**config.mk**
```make
export PLATFORM = sky130hd
export DESIGN_NAME = int_div_rem_fu_flat
export DESIGN_NICKNAME = d
export VERILOG_FILES = /design/src/rtl/int_div_rem_fu_pkg.sv /design/src/rtl/int_div_rem_fu_if.sv /design/src/rtl/int_div_rem_fu.sv /design/src/flat_wrapper.sv
export SDC_FILE = /design/constraint.sdc
export NUM_CORES = 1
export LEC_CHECK = 0
export CAP_MARGIN = 0
export CORE_ASPECT_RATIO = 2
export CORE_MARGIN = 2
export CORE_UTILIZATION = 40
export DETAILED_ROUTE_END_ITERATION = 16
export PLACE_DENSITY = 0.64
export SLEW_MARGIN = 20
export SYNTH_ARGS = -nofsm -noshare
export SYNTH_HDL_FRONTEND = slang
export SYNTH_SLANG_ARGS = --single-unit
```
**constraint.sdc**
```tcl
create_clock -name clk_in -period 4.41 [get_ports clk_in]
set_input_delay 0.882 -clock clk_in [delete_from_list [all_inputs] [get_ports clk_in]]
set_output_delay 0.882 -clock clk_in [all_outputs]
set_load 0.01 [all_outputs]
```
**src/rtl/int_div_rem_fu_pkg.sv**
```systemverilog
`default_nettype none
// ============================================================================
// Module      : int_div_rem_fu_pkg
// Description : Shared widths, latency and operation encoding for the
//               iterative RV32M divide/remainder functional unit.
// Revision    : 1.0 - initial release
// ============================================================================
package int_div_rem_fu_pkg;

  // Operand/result width in bits
  localparam int RSZ = 32;

  // Start-to-done latency of a normal (non special-case) operation
  localparam int IDR_LATENCY = RSZ + 2;

  // Width of the iteration counter
  localparam int CNT_W = $clog2(RSZ);

  typedef enum logic [1:0] {
    IDR_DIV  = 2'd0,
    IDR_DIVU = 2'd1,
    IDR_REM  = 2'd2,
    IDR_REMU = 2'd3
  } idr_op_t;

  // DIV and REM treat their operands as two's complement
  function automatic logic is_signed_op(input idr_op_t op);
    return (op == IDR_DIV) || (op == IDR_REM);
  endfunction

endpackage : int_div_rem_fu_pkg
`default_nettype wire

```
**src/rtl/int_div_rem_fu_if.sv**
```systemverilog
`default_nettype none
// ============================================================================
// Module      : int_div_rem_fu_if
// Description : Start/done handshake between the EXE stage (master) and the
//               divide/remainder functional unit (slave).
// Revision    : 1.0 - initial release
// ============================================================================
interface int_div_rem_fu_if;
  import int_div_rem_fu_pkg::*;

  logic [RSZ-1:0] Rs1_data;
  logic [RSZ-1:0] Rs2_data;
  idr_op_t        op;
  logic           start;
  logic           abort;
  logic [RSZ-1:0] quotient;
  logic [RSZ-1:0] remainder;
  logic           done;

  modport master (
    output Rs1_data, Rs2_data, op, start, abort,
    input  quotient, remainder, done
  );

  modport slave (
    input  Rs1_data, Rs2_data, op, start, abort,
    output quotient, remainder, done
  );

endinterface : int_div_rem_fu_if
`default_nettype wire

```
**src/rtl/int_div_rem_fu.sv**
```systemverilog
`default_nettype none
// ============================================================================
// Module      : int_div_rem_fu
// Description : Radix-2 restoring divider for DIV/DIVU/REM/REMU. One quotient
//               bit per clock on operand magnitudes, followed by a sign
//               fix-up cycle. Divide-by-zero and signed overflow complete in
//               a single cycle.
// Revision    : 1.0 - initial release
// ============================================================================
module int_div_rem_fu
  import int_div_rem_fu_pkg::*;
(
  input  wire logic       clk_in,
  input  wire logic       reset_in,
  int_div_rem_fu_if.slave idr
);

  localparam logic [1:0] S_IDLE = 2'd0;
  localparam logic [1:0] S_CALC = 2'd1;
  localparam logic [1:0] S_FIX  = 2'd2;
  localparam logic [1:0] S_DONE = 2'd3;

  localparam logic [RSZ-1:0] INT_MIN = {1'b1, {(RSZ-1){1'b0}}};

  logic [1:0]     r_state;
  logic [1:0]     w_next_state;
  logic [CNT_W-1:0] r_cnt;

  // Partial remainder is always below the divisor, so RSZ bits hold it;
  // only the trial subtraction needs the extra borrow bit.
  logic [RSZ-1:0] r_prem;
  logic [RSZ-1:0] r_dvd;      // dividend magnitude, becomes quotient magnitude
  logic [RSZ-1:0] r_dvs;      // divisor magnitude
  logic           r_neg_q;
  logic           r_neg_r;
  logic [RSZ-1:0] r_quotient;
  logic [RSZ-1:0] r_remainder;

  logic           w_accept;
  logic           w_signed;
  logic           w_rs1_neg;
  logic           w_rs2_neg;
  logic [RSZ-1:0] w_abs1;
  logic [RSZ-1:0] w_abs2;
  logic           w_div_zero;
  logic           w_ovf;
  logic [RSZ:0]   w_shift;
  logic [RSZ:0]   w_diff;
  logic           w_q_bit;
  logic [RSZ-1:0] w_q_fix;
  logic [RSZ-1:0] w_r_fix;

  // Operand decode at acceptance: signs, magnitudes and special cases
  always_comb begin
    w_accept   = (r_state == S_IDLE) && idr.start && !idr.abort;
    w_signed   = is_signed_op(idr.op);
    w_rs1_neg  = w_signed && idr.Rs1_data[RSZ-1];
    w_rs2_neg  = w_signed && idr.Rs2_data[RSZ-1];
    // |INT_MIN| wraps back to INT_MIN, which is the correct unsigned magnitude
    w_abs1     = w_rs1_neg ? (~idr.Rs1_data + 1'b1) : idr.Rs1_data;
    w_abs2     = w_rs2_neg ? (~idr.Rs2_data + 1'b1) : idr.Rs2_data;
    w_div_zero = (idr.Rs2_data == '0);
    w_ovf      = w_signed && (idr.Rs1_data == INT_MIN) && (idr.Rs2_data == '1);
  end

  // One restoring step: shift in the next dividend bit and trial-subtract
  always_comb begin
    w_shift = {r_prem, r_dvd[RSZ-1]};
    w_diff  = w_shift - {1'b0, r_dvs};
    w_q_bit = ~w_diff[RSZ];
  end

  // Sign correction of the unsigned results
  always_comb begin
    w_q_fix = r_neg_q ? (~r_dvd + 1'b1) : r_dvd;
    w_r_fix = r_neg_r ? (~r_prem + 1'b1) : r_prem;
  end

  // Next-state logic
  always_comb begin
    w_next_state = r_state;
    case (r_state)
      S_IDLE: begin
        if (w_accept) begin
          w_next_state = (w_div_zero || w_ovf) ? S_DONE : S_CALC;
        end
      end
      S_CALC: begin
        if (idr.abort) begin
          w_next_state = S_IDLE;
        end else if (r_cnt == '0) begin
          w_next_state = S_FIX;
        end
      end
      S_FIX: begin
        w_next_state = idr.abort ? S_IDLE : S_DONE;
      end
      S_DONE: begin
        w_next_state = S_IDLE;
      end
      default: begin
        w_next_state = S_IDLE;
      end
    endcase
  end

  // State register
  always_ff @(posedge clk_in) begin
    if (!reset_in) begin
      r_state <= S_IDLE;
    end else begin
      r_state <= w_next_state;
    end
  end

  // Datapath: operand capture, iteration, fix-up and result registers
  always_ff @(posedge clk_in) begin
    if (!reset_in) begin
      r_cnt       <= '0;
      r_prem      <= '0;
      r_dvd       <= '0;
      r_dvs       <= '0;
      r_neg_q     <= 1'b0;
      r_neg_r     <= 1'b0;
      r_quotient  <= '0;
      r_remainder <= '0;
    end else begin
      case (r_state)
        S_IDLE: begin
          if (w_accept) begin
            r_neg_q <= w_rs1_neg ^ w_rs2_neg;
            r_neg_r <= w_rs1_neg;
            if (w_div_zero) begin
              r_quotient  <= '1;
              r_remainder <= idr.Rs1_data;
            end else if (w_ovf) begin
              r_quotient  <= INT_MIN;
              r_remainder <= '0;
            end else begin
              r_cnt  <= CNT_W'(RSZ - 1);
              r_prem <= '0;
              r_dvd  <= w_abs1;
              r_dvs  <= w_abs2;
            end
          end
        end
        S_CALC: begin
          if (!idr.abort) begin
            r_prem <= w_q_bit ? w_diff[RSZ-1:0] : w_shift[RSZ-1:0];
            r_dvd  <= {r_dvd[RSZ-2:0], w_q_bit};
            if (r_cnt != '0) begin
              r_cnt <= r_cnt - 1'b1;
            end
          end
        end
        S_FIX: begin
          if (!idr.abort) begin
            r_quotient  <= w_q_fix;
            r_remainder <= w_r_fix;
          end
        end
        default: begin
        end
      endcase
    end
  end

  assign idr.quotient  = r_quotient;
  assign idr.remainder = r_remainder;
  assign idr.done      = (r_state == S_DONE);

endmodule : int_div_rem_fu
`default_nettype wire
```
**src/flat_wrapper.sv**
```systemverilog
// flat-port wrapper written by rule: the top's interface ports become plain ports
module int_div_rem_fu_flat import int_div_rem_fu_pkg::*;
  (clk_in, reset_in, idr_Rs1_data, idr_Rs2_data, idr_op, idr_start, idr_abort, idr_quotient, idr_remainder, idr_done);
  int_div_rem_fu_if idr_i ();
  input  wire logic clk_in;
  input  wire logic reset_in;
  input wire logic [$bits(idr_i.Rs1_data)-1:0] idr_Rs1_data;
  input wire logic [$bits(idr_i.Rs2_data)-1:0] idr_Rs2_data;
  input wire logic [$bits(idr_i.op)-1:0] idr_op;
  input wire logic [$bits(idr_i.start)-1:0] idr_start;
  input wire logic [$bits(idr_i.abort)-1:0] idr_abort;
  output wire logic [$bits(idr_i.quotient)-1:0] idr_quotient;
  output wire logic [$bits(idr_i.remainder)-1:0] idr_remainder;
  output wire logic [$bits(idr_i.done)-1:0] idr_done;
  assign idr_i.Rs1_data = idr_Rs1_data;
  assign idr_i.Rs2_data = idr_Rs2_data;
  assign idr_i.op = idr_op;
  assign idr_i.start = idr_start;
  assign idr_i.abort = idr_abort;
  assign idr_quotient = idr_i.quotient;
  assign idr_remainder = idr_i.remainder;
  assign idr_done = idr_i.done;
  int_div_rem_fu u_core (.clk_in(clk_in), .reset_in(reset_in), .idr(idr_i));
endmodule
```
==> impl_metrics.ini <==
[clock_tree]
cts_hold_buf = 0
cts_setup_buffers = 0
clock_latency_ns = 0.46
cts_max_level = 4
clock_path_buffers = 2
cts_buffers = 17
cts_root_buf = clkbuf_16
cts.clk_slew.worst_paths_ns = 0.07
cts.sinks = 169
cts_tree = done
cts-resized-gates = 0

[floorplan]
fp.coreArea_um2 = 28200
rows = 87
start_util_pct = 40.5
die_h_um = 243
ios = 135
dieArea_um2 = 30000
die_x_um = 124

[placed_design]
hpwlAfterDp_mm = 30.4
routabilityCongestion = 0.959
port_buffers = 133

[route]
first_pass_iters = 5
drtAntennaViolNets = 0
vias_per_cell = 5.71
drc = 0
routed_wl_mm = 37.9
vias = 11300
wl_per_cell_um = 19.1
drtIter0Drc = 660

[yosys]
syn_avg_cell_area_um2 = 7.55
async_reset_ff_share_pct = 0
synth_top_area_share_pct = 29.6
ys_warn_count = 0
ys_types = 63
ys_top_cells_by_area = dfxtp_1, nor2_1, xnor2_1
synth_nets = 1625
yosys_most_used_dff = dfxtp_1
syn_area_um2 = 11400
synthCells = 1515
synth_top_cells_by_count = nor2_1, dfxtp_1, nand2_1, a21oi_1, o21ai_0
synth_seq_cells = 169
synth_top_cell_by_area = dfxtp_1
synth_edf_count = 0
synth.most_common_cell = nor2_1
ys_seq_area_share_pct = 29.6

[power_and_ir_drop]
p_sw_share_pct = 31.6
power.density_nw_per_um2 = 279
p_sw_w = 0.00122
clock_power_share_pct = 37.3
internal_power_w = 0.00263
seqPwrFrac_pct = 42.5
p_comb_share_pct = 20.2
ir_drop_mv = 0.333
p_leak_nw = 4.92

[sta]
maxSlewViolCount = 0
period_minus_slack_ns = 3.88
slew_headroom_pct = 29.2
setup_viol_count_final = 0
max_freq_mhz = 258
setup_tns_ns = 0
clock-skew-final_ns = 0.0104
hold_viol_final = 0
rsz0062_at_grt = false
fin_crit_sh_pct = 88.0
worst_pin_slew_ns = 1.06

[worst_setup_path]
cpMaxStageDelayCell = or4_4
crit_path_max_incr_delay_ns = 0.61
r2r_cells = 11
critPathCaptureType = flip-flop
startpoint_type = input pin
crit_fanout = 32
rrSetupSlack_ns = 0.79
crit_required_ns = 4.78
crit-reg2reg-launch = u_core.r_prem[26]
path_cells = clkdlybuf4s50_1, or4_4, or4_4, nor4_4, nor3b_2, buf_4, o21ai_1, a211oi_4, buf_12, buf_12, nor2_1, a211oi_1
worstPathArrival_ns = 4.25
crit_type = input pin to flip-flop
regToRegEndpoint = u_core.r_prem[24]

[grt]
grt_pass1_wl_mm = 58.4
antenna_found_initial = 0
grt_pass1_vias = 11100
grt_overflow_total = 0
grt_max_degree = 65
grt_use_total_pct = 25.6

[hold_path]
min_to = u_core.idr.quotient[10]
hp-start = u_core.idr.quotient[10]
hold_depth = 2
hold_path_class = flip-flop to flip-flop

[job]
max_cap_violations = 0

[layout]
n_antenna_cell = 0
final_nets = 1720
area_growth_pct = 20.8
drive_gt1_share_pct = 6.41
multi_input_area_um2 = 7440
nFillCells = 2763
post-route-util_pct = 49.0
regArea_um2 = 3380

[outcome]
outcome = complete, no violations
-- registers in the layout, summed over array words and instances, names as in the netlist --
name                  flops
u_core.idr.quotient      32
u_core.idr.remainder     32
u_core.r_cnt              5
u_core.r_dvd             32
u_core.r_dvs             32
u_core.r_neg_q            1
u_core.r_neg_r            1
u_core.r_prem            32
u_core.r_state            2
-- cells in the final DEF, fill, tap and decap left out, types with 8 or more instances in the layout --
| cell type | count |
|---|---|
| xnor2_1 | 84 |
| o41ai_1 | 15 |
| or4_1 | 13 |
| mux2i_1 | 20 |
| dfxtp_1 | 169 |
| nor4_1 | 15 |
| buf_4 | 34 |
| o31ai_1 | 27 |
| xor2_1 | 57 |
| clkbuf_16 | 17 |
| o211ai_1 | 29 |
| o21a_1 | 8 |
| buf_12 | 10 |
| nand4_1 | 16 |
| a31oi_1 | 11 |
| nor2_1 | 223 |
| a22oi_1 | 19 |
| nand2b_1 | 14 |
| inv_1 | 56 |
| clkdlybuf4s50_1 | 133 |
| nand2_1 | 122 |
| a21oi_1 | 116 |
| nor2b_1 | 10 |
| o21ai_0 | 96 |
| a21o_1 | 11 |
| a211oi_1 | 89 |
| or3_1 | 14 |
| nand3_1 | 34 |
| a22o_1 | 8 |
| nor3_1 | 25 |
| ha_1 | 39 |
-- critical path, delay by kind of cell --
kind	cells	cell delay, ns
AO/OA/AOI/OAI	3	0.73
buffers and inverters	4	1.02
AND/OR/NAND/NOR	5	1.58
-- stage by stage --
stage	cell area, um2	cells	setup slack (ns)	total power [W]	hold WS, ns
finish	13800	1979	0.529	0.00385	0.447
global route	13800	1979	0.323	0.00401	0.480
CTS	13800	1979	0.543	0.00387	0.451
detailed placement	13300	1947	0.101	0.00245	0.440
global placement	13300	1947	0.141	0.00244	0.436
floorplan	11400	1515	0.966	0.00216	0.446
-- kinds of logic (layout without fill, tap and decap cells) --
logic type	Yosys count	after routing	share of synthesized area, %
AO/OA/AOI/OAI	464	464	26.5
XOR/XNOR	142	142	10.9
adder cells (fa/ha/maj)	40	40	4.44
buffers and inverters	158	266	5.76
flip-flops	169	169	29.6
multiplexers	22	22	1.95
AND/OR/NAND/NOR	520	520	20.9
-- area by class of cell --
cell class / count / area share [%]
clock inverters: 14 / 0.824
multi-input cells: 1188 / 53.8
inverters: 57 / 1.56
repair buffers: 177 / 12.9
clock buffers: 18 / 3.11
flip-flops and latches: 169 / 24.5
well taps: 356 / 3.23
-- metal layers --
metal	GRT usage [%]	routed length, um	up-vias
met1	23.2	12900	5276
met3	3.48	997	116
met2	48.4	20700	270
met5	0	0	-
met4	20.2	3270	0
li1	-	-	5629
-- how the worst max path moves through the flow --
stage | from | end | slack [ns] | depth (start not counted)
after floorplan | idr_Rs1_data[15] | u_core.idr.remainder[13] | 0.97 | 10
after global placement | idr_Rs1_data[15] | u_core.idr.remainder[16] | 0.14 | 12
after detailed placement | idr_Rs1_data[15] | u_core.idr.quotient[0] | 0.10 | 12
after CTS | idr_Rs1_data[15] | u_core.idr.quotient[29] | 0.54 | 12
after global routing | idr_Rs1_data[15] | u_core.idr.quotient[29] | 0.32 | 12
final | idr_Rs1_data[15] | u_core.idr.quotient[29] | 0.53 | 12
-- power by group through the flow --
stage	combinational, W	sequential, W	clock, W
after floorplan	0.000509	0.00165	0
after detailed placement	0.000774	0.00167	0
after global placement	0.000765	0.00167	0
after global routing	0.000854	0.00165	0.00151
after CTS	0.000778	0.00164	0.00145
final	0.000779	0.00164	0.00144
Note: power is estimated with default switching activity, not from simulation.
